==> src/rtl/axistream_forwarder_pkg.sv <==
// Shared definitions for the forwarder: ceiling-log2 helper and FSM encoding.
package axistream_forwarder_pkg;

  // Ceiling log2, usable in parameter defaults.
  function automatic int CLOG2(input int value);
    int r;
    r = 0;
    while ((1 << r) < value) r++;
    return r;
  endfunction

  typedef enum logic [2:0] {
    ST_IDLE  = 3'd0,
    ST_CLAIM = 3'd1,
    ST_LATCH = 3'd2,
    ST_READ  = 3'd3,
    ST_DRAIN = 3'd4,
    ST_DONE  = 3'd5
  } fwd_state_e;

endpackage

==> src/rtl/axistream_forwarder_fifo.sv <==
// Output word buffer: synchronous FIFO with occupancy and a registered head word.
module forwarder_fifo
  import axistream_forwarder_pkg::*;
#(
  parameter int WIDTH = 64,
  parameter int DEPTH = 4
) (
  input  logic                   clk,
  input  logic                   rst,
  input  logic                   push,
  input  logic [WIDTH-1:0]       din,
  input  logic                   pop,
  output logic [WIDTH-1:0]       dout,
  output logic                   empty,
  output logic [CLOG2(DEPTH):0]  occ
);
  localparam int PW = CLOG2(DEPTH);
  localparam int CW = PW + 1;

  logic [WIDTH-1:0] mem_q [DEPTH];
  logic [PW-1:0]    wr_ptr_q, rd_ptr_q, rd_ptr_d;
  logic [CW-1:0]    cnt_q, cnt_d, cnt_rem;
  logic [WIDTH-1:0] head_q, head_d;

  // Next head: the incoming word if nothing else is left after a pop, else the next stored word.
  always_comb begin
    cnt_rem  = cnt_q - CW'(pop);
    cnt_d    = cnt_rem + CW'(push);
    rd_ptr_d = rd_ptr_q + PW'(pop);
    head_d   = head_q;
    if (push && cnt_rem == '0) head_d = din;
    else if (cnt_rem != '0)    head_d = mem_q[rd_ptr_d];
  end

  // Storage array; contents need no reset since occupancy gates visibility.
  always_ff @(posedge clk) begin
    if (push) mem_q[wr_ptr_q] <= din;
  end

  // Pointers, occupancy and head register.
  always_ff @(posedge clk) begin
    if (rst) begin
      wr_ptr_q <= '0;
      rd_ptr_q <= '0;
      cnt_q    <= '0;
      head_q   <= '0;
    end else begin
      wr_ptr_q <= wr_ptr_q + PW'(push);
      rd_ptr_q <= rd_ptr_d;
      cnt_q    <= cnt_d;
      head_q   <= head_d;
    end
  end

  assign dout  = head_q;
  assign empty = (cnt_q == '0);
  assign occ   = cnt_q;

endmodule

==> src/rtl/axistream_forwarder.sv <==
// Reads one packet from packet memory and streams it out on AXI-Stream.
module axistream_forwarder
  import axistream_forwarder_pkg::*;
#(
  parameter int PACKET_MEM_BYTES  = 2048,
  parameter int SN_FWD_DATA_WIDTH = 64,
  parameter int SN_FWD_ADDR_WIDTH = CLOG2(PACKET_MEM_BYTES) - CLOG2(SN_FWD_DATA_WIDTH/8),
  parameter int PLEN_WIDTH        = 32,
  parameter int FIFO_DEPTH        = 4
) (
  input  logic                           clk,
  input  logic                           rst,
  input  logic                           rdy_for_fwd,
  output logic                           rdy_for_fwd_ack,
  output logic [SN_FWD_ADDR_WIDTH-1:0]   fwd_addr,
  output logic                           fwd_rd_en,
  input  logic [SN_FWD_DATA_WIDTH-1:0]   fwd_rd_data,
  input  logic                           fwd_rd_data_vld,
  input  logic [PLEN_WIDTH-1:0]          fwd_byte_len,
  output logic                           fwd_done,
  input  logic                           fwd_done_ack,
  output logic [SN_FWD_DATA_WIDTH-1:0]   m_axis_tdata,
  output logic [SN_FWD_DATA_WIDTH/8-1:0] m_axis_tkeep,
  output logic                           m_axis_tlast,
  output logic                           m_axis_tvalid,
  input  logic                           m_axis_tready
);
  localparam int BYTES = SN_FWD_DATA_WIDTH / 8;
  localparam int LOG_B = CLOG2(BYTES);
  localparam int LEN_W = CLOG2(PACKET_MEM_BYTES) + 1;
  localparam int NW_W  = LEN_W - LOG_B;
  localparam int CW    = CLOG2(FIFO_DEPTH) + 1;

  fwd_state_e state_q, state_d;
  logic             ack_q, ack_d;
  logic             rd_en, room, push, pop, empty, is_last;
  logic [LEN_W-1:0] len_q, len_c;
  logic [NW_W-1:0]  rd_cnt_q, beat_q, nwords;
  logic [CW-1:0]    out_q, occ;
  logic [LOG_B:0]   last_bytes;
  logic [BYTES-1:0] keep_last;
  logic [SN_FWD_DATA_WIDTH-1:0] head;

  // Length clamp, word count and last-beat byte count.
  assign len_c      = (fwd_byte_len > PLEN_WIDTH'(PACKET_MEM_BYTES)) ? LEN_W'(PACKET_MEM_BYTES)
                                                                     : LEN_W'(fwd_byte_len);
  assign nwords     = NW_W'((len_q + LEN_W'(BYTES - 1)) >> LOG_B);
  assign last_bytes = (len_q[LOG_B-1:0] == '0) ? (LOG_B+1)'(BYTES) : {1'b0, len_q[LOG_B-1:0]};

  // Read-ahead is limited so that every outstanding read is guaranteed a FIFO slot.
  assign room    = ({1'b0, occ} + {1'b0, out_q}) < (CW+1)'(FIFO_DEPTH);
  // Returning words are only accepted when a read is actually owed; stale returns after reset drop.
  assign push    = fwd_rd_data_vld && (out_q != '0);
  assign pop     = m_axis_tvalid && m_axis_tready;
  assign is_last = (beat_q == nwords - NW_W'(1));

  // Next-state logic, claim pulse and read strobe.
  always_comb begin
    state_d = state_q;
    ack_d   = 1'b0;
    rd_en   = 1'b0;
    case (state_q)
      ST_IDLE:  if (rdy_for_fwd) begin
                  ack_d   = 1'b1;
                  state_d = ST_CLAIM;
                end
      ST_CLAIM: state_d = ST_LATCH;
      ST_LATCH: state_d = (len_c == '0) ? ST_DONE : ST_READ;
      ST_READ:  if (room) begin
                  rd_en = 1'b1;
                  if (rd_cnt_q == nwords - NW_W'(1)) state_d = ST_DRAIN;
                end
      ST_DRAIN: if (pop && is_last) state_d = ST_DONE;
      ST_DONE:  if (fwd_done_ack) state_d = ST_IDLE;
      default:  state_d = ST_IDLE;
    endcase
  end

  // FSM state and registered claim pulse.
  always_ff @(posedge clk) begin
    if (rst) begin
      state_q <= ST_IDLE;
      ack_q   <= 1'b0;
    end else begin
      state_q <= state_d;
      ack_q   <= ack_d;
    end
  end

  // Packet length, read address, beat position and outstanding-read count.
  always_ff @(posedge clk) begin
    if (rst) begin
      len_q    <= '0;
      rd_cnt_q <= '0;
      beat_q   <= '0;
      out_q    <= '0;
    end else begin
      if (state_q == ST_LATCH) begin
        len_q    <= len_c;
        rd_cnt_q <= '0;
        beat_q   <= '0;
      end else begin
        rd_cnt_q <= rd_cnt_q + NW_W'(rd_en);
        beat_q   <= beat_q + NW_W'(pop);
      end
      out_q <= out_q + CW'(rd_en) - CW'(push);
    end
  end

  forwarder_fifo #(.WIDTH(SN_FWD_DATA_WIDTH), .DEPTH(FIFO_DEPTH)) u_fifo (
    .clk   (clk),
    .rst   (rst),
    .push  (push),
    .din   (fwd_rd_data),
    .pop   (pop),
    .dout  (head),
    .empty (empty),
    .occ   (occ)
  );

  // Last-beat keep mask: LSB-contiguous bytes of the final word.
  always_comb begin
    keep_last = '0;
    for (int i = 0; i < BYTES; i++) keep_last[i] = (i < int'(last_bytes));
  end

  // AXIS presents the FIFO head; sideband is zeroed whenever no beat is offered.
  always_comb begin
    m_axis_tvalid = !empty;
    m_axis_tdata  = m_axis_tvalid ? head : '0;
    m_axis_tlast  = m_axis_tvalid && is_last;
    m_axis_tkeep  = '0;
    if (m_axis_tvalid) m_axis_tkeep = is_last ? keep_last : '1;
  end

  assign rdy_for_fwd_ack = ack_q;
  assign fwd_rd_en       = rd_en;
  assign fwd_addr        = SN_FWD_ADDR_WIDTH'(rd_cnt_q);
  assign fwd_done        = (state_q == ST_DONE);

endmodule

==> config.mk <==
export PLATFORM = sky130hd
export DESIGN_NAME = axistream_forwarder
export DESIGN_NICKNAME = d
export VERILOG_FILES = /design/src/rtl/axistream_forwarder_pkg.sv /design/src/rtl/axistream_forwarder_fifo.sv /design/src/rtl/axistream_forwarder.sv
export SDC_FILE = /design/constraint.sdc
export NUM_CORES = 1
export LEC_CHECK = 0
export CAP_MARGIN = 20
export CORE_ASPECT_RATIO = 2
export CORE_MARGIN = 2
export CORE_UTILIZATION = 59
export CTS_CLUSTER_DIAMETER = 30
export DETAILED_ROUTE_END_ITERATION = 10
export GPL_ROUTABILITY_DRIVEN = 0
export GPL_TIMING_DRIVEN = 1
export HOLD_SLACK_MARGIN = 0.12
export PLACE_DENSITY = 0.93
export REMOVE_ABC_BUFFERS = 1
export SYNTH_ARGS = -nofsm -noshare
export SYNTH_HDL_FRONTEND = slang
export SYNTH_SLANG_ARGS = --single-unit
==> constraint.sdc <==
create_clock -name clk -period 16.04 [get_ports clk]
set_input_delay 4.01 -clock clk [delete_from_list [all_inputs] [get_ports clk]]
set_output_delay 4.01 -clock clk [all_outputs]
set_load 0.01 [all_outputs]
# Word level (Yosys, flattened, before mapping)
# Memory sizes are Yosys's and may differ from the RTL's.
# Cells that the tools add are included.
word_totals:
  mem_count: 1
  mem_bits_rw: 256
  out_inout_bits: 85
  in_bits: 102
  reg_bits: 108
  elab_cells: 81
op_classes:
  order_cmp: 10
  bitwise: 1
  n_eq_ne: 12
  n_reduce_logical: 17
  n_mux: 19
  n_addsub: 11
memory_table:
  columns: ["name", "words", "word_bits", "rd", "rd_clocked_by_memory_dff", "wr", "line", "source"]
  rows:
  - ["u_fifo.mem_q", 4, 64, 1, 0, 1, "axistream_forwarder_fifo.sv:20", "logic [WIDTH-1:0] mem_q [DEPTH];"]
ops:
  columns: ["op", "n"]
  rows:
  - ["2-to-1 mux 64 bit", 3]
  - ["greater-than comparator 32 x 12 -> 1 bit, second input constant", 1]
  - ["adder 9 x 1 -> 9 bit", 2]
  - ["equality test 9 bit", 2]
  - ["2-to-1 mux 3 bit", 6]
  - ["case mux 3 bit (6 select lines)", 1]
  - ["less-than comparator 3 x 4 -> 1 bit, first input constant", 4]
  - ["2-to-1 mux 8 bit", 2]
  - ["adder 12 x 3 -> 12 bit, second input constant", 1]
  - ["logical NOT 12 bit", 1]
  - ["logical NOT 3 bit", 4]
  - ["2-to-1 mux 12 bit", 1]
  - ["subtractor 9 x 1 -> 9 bit, second input constant", 1]
  - ["less-than comparator 1 x 4 -> 1 bit, first input constant", 2]
  - ["less-than comparator 2 x 4 -> 1 bit, first input constant", 2]
  - ["!= test 2 bit, second input constant", 4]
  - ["adder 3 x 1 -> 3 bit", 2]
  - ["equality test 3 x 2 -> 1 bit, second input constant", 2]
  - ["equality test 3 bit, second input constant", 2]
  - ["nonzero test 3 bit", 2]
  - ["subtractor 3 x 1 -> 3 bit", 2]
  - ["logical AND 1 bit", 5]
  - ["2-to-1 mux 1 bit", 5]
  - ["AND reduction 5 bit", 1]
  - ["other kinds (10)", 12]

# Longest topological paths before layout
# Gate-level depths: netlist of run 1.
depth:
  depth_word: 7
  ltp_mapped: 12
  depth_no_buf: 10

# Cells and area by module
# Synthesis of run 1 repeated with hierarchy kept, for this count alone.
unflattened:
  hier_cells: 953
  hier_area_um2: 15616.2
by_module_without_submodules:
  columns: ["module", "seq_area_each_um2", "cells_each", "n_inst", "area_each_um2"]
  rows:
  - ["forwarder_fifo", 9108.7, 585, 1, 12584.6]
  - ["axistream_forwarder", 740.7, 368, 1, 3031.7]

# Worst setup path before layout of run 1
# Ideal clock, no wire load.
synth_path:
  path_kind: "input to register"
  start: "input fwd_rd_data_vld"
  end: "memory u_fifo.mem_q[1][0], enable pin"
  setup_ns: 0.578
  arrival_ns: 9.047
  setup_slack_ns: 6.415
  required_time_ns: 15.462
  n_path_buf: 1
  stages: 3
  cell_sequence: "o31ai_1 -> clkbuf_1 -> nor3b_1"
synth_via:
  elab_chain_cells: 3
synth_rtl:
  columns: ["item", "line", "source"]
  rows:
  - ["start, declared", "axistream_forwarder.sv:18", "input logic fwd_rd_data_vld,"]
  - ["logical AND 1 bit", "axistream_forwarder.sv:53", "assign push = fwd_rd_data_vld && (out_q != '0);"]
  - ["2-to-1 mux 1 bit", "axistream_forwarder_fifo.sv:37", "if (push) mem_q[wr_ptr_q] <= din;"]
  - ["2-to-1 mux 1 bit (implied by the code)", "axistream_forwarder_fifo.sv:37", null]
  - ["end, declared", "axistream_forwarder_fifo.sv:20", null]
# No other way between the ends.

# Worst setup path after layout of run 1
layout_path:
  start: "register len_q[1]"
  end: "output m_axis_tlast"
layout_via:
  elab_chain_cells: 4
layout_rtl:
  columns: ["item", "line", "source"]
  rows:
  - ["start, declared", "axistream_forwarder.sv:37", "logic [LEN_W-1:0] len_q, len_c;"]
  - ["start signal, assigned", "axistream_forwarder.sv:99", "len_q <= len_c;"]
  - ["adder 12 x 3 -> 12 bit", "axistream_forwarder.sv:47", "assign nwords = NW_W'((len_q + LEN_W'(BYTES - 1)) >> LOG_B);"]
  - ["subtractor 9 x 1 -> 9 bit", "axistream_forwarder.sv:55", "assign is_last = (beat_q == nwords - NW_W'(1));"]
  - ["equality test 9 bit", "axistream_forwarder.sv:55", null]
  - ["logical AND 1 bit", "axistream_forwarder.sv:131", "m_axis_tlast = m_axis_tvalid && is_last;"]
  - ["end, declared", "axistream_forwarder.sv:24", "output logic m_axis_tlast,"]
# No other way between the ends.

==> impl_results.md, run 1 <==
- Run status: complete, no violations
- Fillers: 1,517
- Area share of the largest cell type after synthesis: 0.501
- Total Routed Length: 38,500 microns
- HP Class: flip-flop to flip-flop
- Fin. max-slew vios: 0
- Die span in y: 232 microns
- Antenna violations before repair: 1
- Die Wd: 118 microns
- Fin cells: around 1,600
- DP Wirelength: roughly 23,000 microns
- Clk slew on worst S/H paths: ~0.060 ns
- Cell taking the most area after synthesis: edfxtp_1
- # resized after CTS: 0
- Layout net count: approximately 1,400
- Initial Utilization: 0.599
- Hold Worst Slack: 0.486 ns
- End of the critical path: m_axis_tlast
- Critical Path AT: 4.16 ns
- Post-Syn Area: 15,400 sq um
- Slew headroom: 0.252
- Ys flop type: edfxtp_1
- Drt pass-1 iters: 6
- Final hold vios: 0
- Drt initial violations: 1,094
- Critical path class: flip-flop to output pin
- Syn. warnings: 0
- Synthesized flop and latch total: 364
- Via count: ~10,000
- Ranking of synthesized cells by area: edfxtp_1 (50%), dfxtp_1 (14%), mux4_2 (9.4%), a311oi_1 (3.7%), nand2_1 (3.4%)
- H-Tree Depth: 2
- Reg2reg path depth: 11
- MaxCap Viol Count: 0
- R2r startpoint: u_fifo.occ[2]$_SDFF_PP0_
- Fin crit period: a little over 8 ns
- TNS Setup: 0 ns
- Min setup slack post-route: 7.87 ns
- GR Overflow Total: 0
- Highest clock rate: 122 MHz
- Skew-Pair Late Insertion Delay: 0.55 ns
- Post-synthesis sequential area ratio: 0.642
- Synth-to-Final Area Change: 22.8%
- Vias per cell: 6.31
- Detail Route Antenna Nets: 0
- IO Pins: 187
- Clk_skew: approximately 0.027 ns
- Clock buffer count from CTS: 41
- RSZ-0062 raised after global routing: false
- # setup viols final: 0
- DRC viols: 0
- Core ar.: 25,700 sq um
- PortBufs: 186
- Final Cycle Share: 0.509
- Layout cells sized above 1: 0.136
- CP startpoint: len_q[1]$_SDFFE_PP0P_
- Worst vdd ir: 0.000133 V
- CTS tree: done
- Crit path max fanout: 14
- Commonest cells post-synth: edfxtp_1 (256), nand2_1 (140), dfxtp_1 (108), nor2_1 (93), and2_1 (73)
- Pre-CTS setup slack: 8.50 ns
- Yosys cell types: 68
- Placed Instances: 1,563
- Clock root buffer: clkbuf_16
- Area of placed instances: 17,400 sq um
- Hold_buf cts: 0
- Clock sinks: 364
- Asr flop ratio synth: 0
- Top-count cell post-synth: edfxtp_1
- Post-synthesis cell count: 1,109
- Setup Buffers After CTS: 0
- Drt wl/cell: 23.5 microns
- Post-synth EDFFs: 256
- Total power divided by cell area: approximately 190 nW/um^2
- Critical path capture point type: output pin
- First-pass GRT wire length: 58,700 microns
- Reg2reg setup slack: 11.60 ns
- GRT Total Usage: 0.280
- Largest net degree at the start of global routing: 79
- CP startpoint kind: flip-flop
- Worst path required time: about 12 ns
- Die area: 27,400 sq um
- Syn Area/Cell: 13.8 sq um
- # rows: 83
- Post-route cell area: between 15,000 and 20,000 sq um
- Vias in the first global route: 10,600
- Leak pwr: 6.43 nW
- Worst R2R End: u_fifo.dout[61]$_SDFFE_PP0P_
- CTS Buffer Depth: 3
- Worst-Margin Slew: ~1.1 ns
how the worst min path moves through the flow:
stage	endpoint	start	cells past startpoint	slack, ns
6_report	u_fifo.dout[41]$_SDFFE_PP0P_	u_fifo.dout[41]$_SDFFE_PP0P_	2	0.49
5_1_grt	u_fifo.dout[5]$_SDFFE_PP0P_	u_fifo.dout[5]$_SDFFE_PP0P_	2	0.51
3_3_place_gp	u_fifo.dout[54]$_SDFFE_PP0P_	u_fifo.dout[54]$_SDFFE_PP0P_	2	0.46
4_1_cts	u_fifo.dout[41]$_SDFFE_PP0P_	u_fifo.dout[41]$_SDFFE_PP0P_	2	0.49
3_5_place_dp	u_fifo.dout[60]$_SDFFE_PP0P_	u_fifo.dout[60]$_SDFFE_PP0P_	2	0.48
2_1_floorplan	u_fifo.dout[0]$_SDFFE_PP0P_	u_fifo.dout[0]$_SDFFE_PP0P_	2	0.45
routing by layer:
metal / part of all wire / up-vias / GRT usage
met4: 0.058 / 0 / 0.172
met3: 0.077 / 148 / 0.0405
met2: 0.53 / 653 / 0.496
met1: 0.33 / 5057 / 0.316
met5: 0 / - / 0
li1: - / 4484 / -
cell usage in the layout, fill, tap and decap left out, types with 9 or more instances in the layout:
cell type        instances
a21oi_1                 12
ha_1                    14
edfxtp_1               256
nor4_1                  13
clkdlybuf4s50_1        185
and2_1                  73
dfxtp_1                108
nor2_1                  92
clkbuf_16               41
buf_4                   14
nand3_1                 19
and3_1                   9
inv_6                    9
nand2_1                140
inv_1                   15
nor2b_1                  9
a22o_1                  10
mux4_2                  64
xnor2_1                 20
xor2_1                  17
a311oi_1                64
critical path: stages, from the launching register on:
cell	delay (ns)
dfxtp_1	0.43
o31ai_1	0.47
xor2_1	0.13
ha_1	0.35
and3b_1	0.36
a21oi_1	0.10
o221ai_1	0.22
o2111ai_1	0.25
nor4_4	0.58
and2_1	0.20
clkdlybuf4s50_1	0.54
kinds of logic after synthesis:
family                     count (synthesis)  synth area share
AOI/OAI and AO/OA                        115            0.0617
xor gates and xnor gates                  42            0.0272
muxes                                     69            0.0972
DFF                                      364             0.642
buffers and inverters                    102            0.0297
adders and majority gates                 16            0.0135
and+or+nand+nor                          401             0.129
flip-flops by register name, summed over array words and instances, names as in the netlist, 3 cells and up:
| register | flops |
|---|---|
| rd_cnt_q | 9 |
| u_fifo.occ | 3 |
| out_q | 3 |
| len_q | 12 |
| u_fifo.dout | 64 |
| state_q | 3 |
| beat_q | 9 |
| u_fifo.mem_q | 256 |
area by class of cell:
| type | count | area [sq um] | share of cell area |
|---|---|---|---|
| Clock inverter | 31 | 392 | 0.0208 |
| Clock buffer | 44 | 1040 | 0.0550 |
| Tap cell | 340 | 425 | 0.0226 |
| Timing Repair Buffer | 199 | 1960 | 0.104 |
| Sequential cell | 364 | 9850 | 0.523 |
| Multi-Input combinational cell | 643 | 5120 | 0.272 |
| Antenna cell | 1 | 2.50 | 0.000133 |
| Inverter | 17 | 63.8 | 0.00339 |
report_power, final:
group / total, mW / switching, mW / internal, mW
Combinational: 1.26 / 0.704 / 0.552
Clock: 0.975 / 0.416 / 0.560
Sequential: 1.26 / 0.0845 / 1.17
metrics by stage:
step / power, mW / util
floorplan: 2.08 / -
global placement: 2.44 / 0.679
detailed placement: 2.50 / 0.679
CTS: 3.50 / 0.735
global route: 3.64 / 0.735
finish: 3.49 / 0.735
No activity file was read; power rests on OpenSTA's default activity.
==> run 2, diff against run 1 <==
- CORE_UTILIZATION: 59 -> 56
- PLACE_DENSITY: 0.93 -> 0.89
- clock period: 16.04 -> 8.2 ns (I/O delays scaled with it)
==> run 2 against run 1 <==
Effect of this change:
- non-clock buffer count unchanged
- clock skew down 0.014 ns
- final cell count up 0.24%
- via count down 0.37%
- utilization down 3.5 points
- clock power up 88%
- die area up 5.2%
- combinational power up 95%
- wire length down 0.88%
- power up 93%
- sequential share of layout area up 0.073 points
- critical path type unchanged
- critical endpoint unchanged
- largest cell class unchanged
- largest power group unchanged
==> impl_results.md, run 2 (synthesis gave the netlist of run 1 again) <==
- Run status: complete, no violations (unchanged)
- Detail Route Antenna Nets: 0 (unchanged)
- Post-route cell area: 18,800 sq um (about the same)
- Hold Worst Slack: 0.480 ns (was 0.486 ns)
- Clock buffer count from CTS: 38 (was 41)
- Drt wl/cell: 23.2 microns (was 23.5 microns)
- Fin util: 0.699 (was 0.735)
- Slew headroom: 0.260 (was 0.252)
- MaxCap Viol Count: 0 (unchanged)
- Fin crit period: 6.15 ns
- Largest net degree at the start of global routing: 86 (was 79)
- PortBufs: 186 (unchanged)
- Placed Instances: 1,569 (was 1,563)
- Setup Buffers After CTS: 0 (unchanged)
- Worst vdd ir: 0.000232 V (was 0.000133 V)
- CTS Buffer Depth: 3 (unchanged)
- Highest clock rate: 163 MHz
- IO Pins: 187 (unchanged)
- Clock sinks: 364 (unchanged)
- DP Wirelength: 22,900 microns (was 23,200 microns)
- Final hold vios: 0 (unchanged)
- Drt pass-1 iters: 5 (was 6)
- # setup viols final: 0 (unchanged)
- Vias in the first global route: 10,500 (was 10,600)
- Clk_skew: 0.0126 ns (was 0.0269 ns)
- Final Cycle Share: 0.750
- Met1 wire length: 13,000 microns (was 12,800 microns)
- Worst-Margin Slew: 1.11 ns (was 1.12 ns)
- CP startpoint kind: flip-flop (unchanged)
- Via count: 10,300 (about the same)
- Die span in y: 238 microns (was 232 microns)
- Register area: 9850 sq um (unchanged)
- Fin. max-slew vios: 0 (unchanged)
- # rows: 85 (was 83)
- Fin cells: 1,643 (was 1,639)
- Drt initial violations: 1,164 (was 1,094)
- Worst path required time: 6.15 ns (was 12.03 ns)
- Fillers: 1,678 (was 1,517)
- RSZ-0062 raised after global routing: false (unchanged)
- Antenna violations before repair: 2 (was 1)
- Critical path class: flip-flop to output pin (unchanged)
- Core ar.: 26,900 sq um (was 25,700 sq um)
- HP Class: flip-flop to flip-flop (unchanged)
- First-pass GRT wire length: 58,200 microns (was 58,700 microns)
- Met2 Routed Length: 20,000 microns (was 20,500 microns)
- Initial Utilization: 0.571 (was 0.599)
- Commonest cells after routing, fill and taps aside: edfxtp_1 (256), clkdlybuf4s50_1 (185), nand2_1 (140), dfxtp_1 (108), nor2_1 (92) (unchanged)
- Crit path max fanout: 14 (unchanged)
- Clk slew on worst S/H paths: 0.06 ns (about the same)
- Largest Register: u_fifo.mem_q (unchanged)
- Leak pwr: 6.42 nW (was 6.43 nW)
- Hold_buf cts: 0 (unchanged)
- Number of flip-flops in the largest register: 256 (unchanged)
- Commonest non-fill, non-tap cell in the layout: edfxtp_1 (unchanged)
- Area of placed instances: 17,400 sq um (about the same)
- Total Routed Length: 38,100 microns (was 38,500 microns)
- Layout net count: 1,381 (was 1,384)
- Critical Path AT: 4.10 ns (was 4.16 ns)
- Clock root buffer: clkbuf_16 (unchanged)
- Layout cells sized above 1: 0.136 (about the same)
- H-Tree Depth: 2 (unchanged)
- Met3 WL: 2800 microns (was 2960 microns)
- GR Overflow Total: 0 (unchanged)
- # resized after CTS: 0 (unchanged)
- Critical path capture point type: output pin (unchanged)
- Footprint of the multi-input gates: 5130 sq um (was 5120 sq um)
- Synth-to-Final Area Change: 22.6% (was 22.8%)
- Vias per cell: 6.27 (was 6.31)
- CTS tree: done (unchanged)
- Top layer in use: met4 (unchanged)
- Die area: 28,800 sq um (was 27,400 sq um)
- DRC viols: 0 (unchanged)
- Die Wd: 121 microns (was 118 microns)
- Total power divided by cell area: 358 nW/um^2 (was 185 nW/um^2)
- GRT Total Usage: 0.264 (was 0.280)
- Skew-Pair Late Insertion Delay: 0.53 ns (was 0.55 ns)
## run 2: changes by cell type in the layout (fill, tap and decap cells not counted), moves of 2 or more
cell / delta
inv_12: -2
clkbuf_8: +4
clkbuf_1: -2
inv_6: -3
buf_4: -2
clkinv_2: +4
inv_8: -3
clkinvlp_4: -2
## run 2: final timing paths
path	from	endpoint	slack (ns)	cells past startpoint
setup / recovery	len_q[1]$_SDFFE_PP0P_	m_axis_tlast	2.05	10
hold / removal	u_fifo.dout[47]$_SDFFE_PP0P_	u_fifo.dout[47]$_SDFFE_PP0P_	0.48	2
setup reg to reg	u_fifo.occ[0]$_SDFF_PP0_	u_fifo.dout[32]$_SDFFE_PP0P_	3.02	10
hold reg to reg	u_fifo.dout[47]$_SDFFE_PP0P_	u_fifo.dout[47]$_SDFFE_PP0P_	0.48	2
## run 2: layout make-up
cell class | count | area share
Antenna cell | 2 | 0.000266
Clock inverter | 24 | 0.0148
Tap cell | 348 | 0.0231
Multi-Input combinational cell | 643 | 0.272
Sequential cell | 364 | 0.523
Timing Repair Buffer | 199 | 0.105
Inverter | 17 | 0.00339
Clock buffer | 46 | 0.0576
## run 2: routing by layer
layer / up-vias / GRT usage
li1: 4469 / -
met1: 5061 / 0.308
met2: 636 / 0.459
met3: 138 / 0.0366
met4: 0 / 0.156
met5: - / 0
## run 2: stage by stage
step	power (mW)	setup WS (ns)	TNS, ns
floorplan	4.08	-1.04	-124.40
global placement	4.78	2.86	0
detailed placement	4.90	2.72	0
CTS	6.77	2.13	0
global route	7.04	1.83	0
finish	6.74	2.05	0
## run 2: worst max-delay path, cell delays in order (launching register included)
cell	delay [ns]
dfxtp_1	0.44
o31ai_1	0.49
xor2_1	0.14
ha_1	0.35
and3b_1	0.36
nand4_1	0.17
and2_1	0.24
xnor3_2	0.26
nor4_4	0.37
and2_1	0.21
clkdlybuf4s50_1	0.54
## run 2: where the power goes
part           switching [mW]  internal (mW)  leakage [nW]
Combinational            1.38           1.08          2.54
Clock                   0.761           1.07         0.675
Sequential              0.160           2.30          3.21
Total                    2.30           4.45          6.42
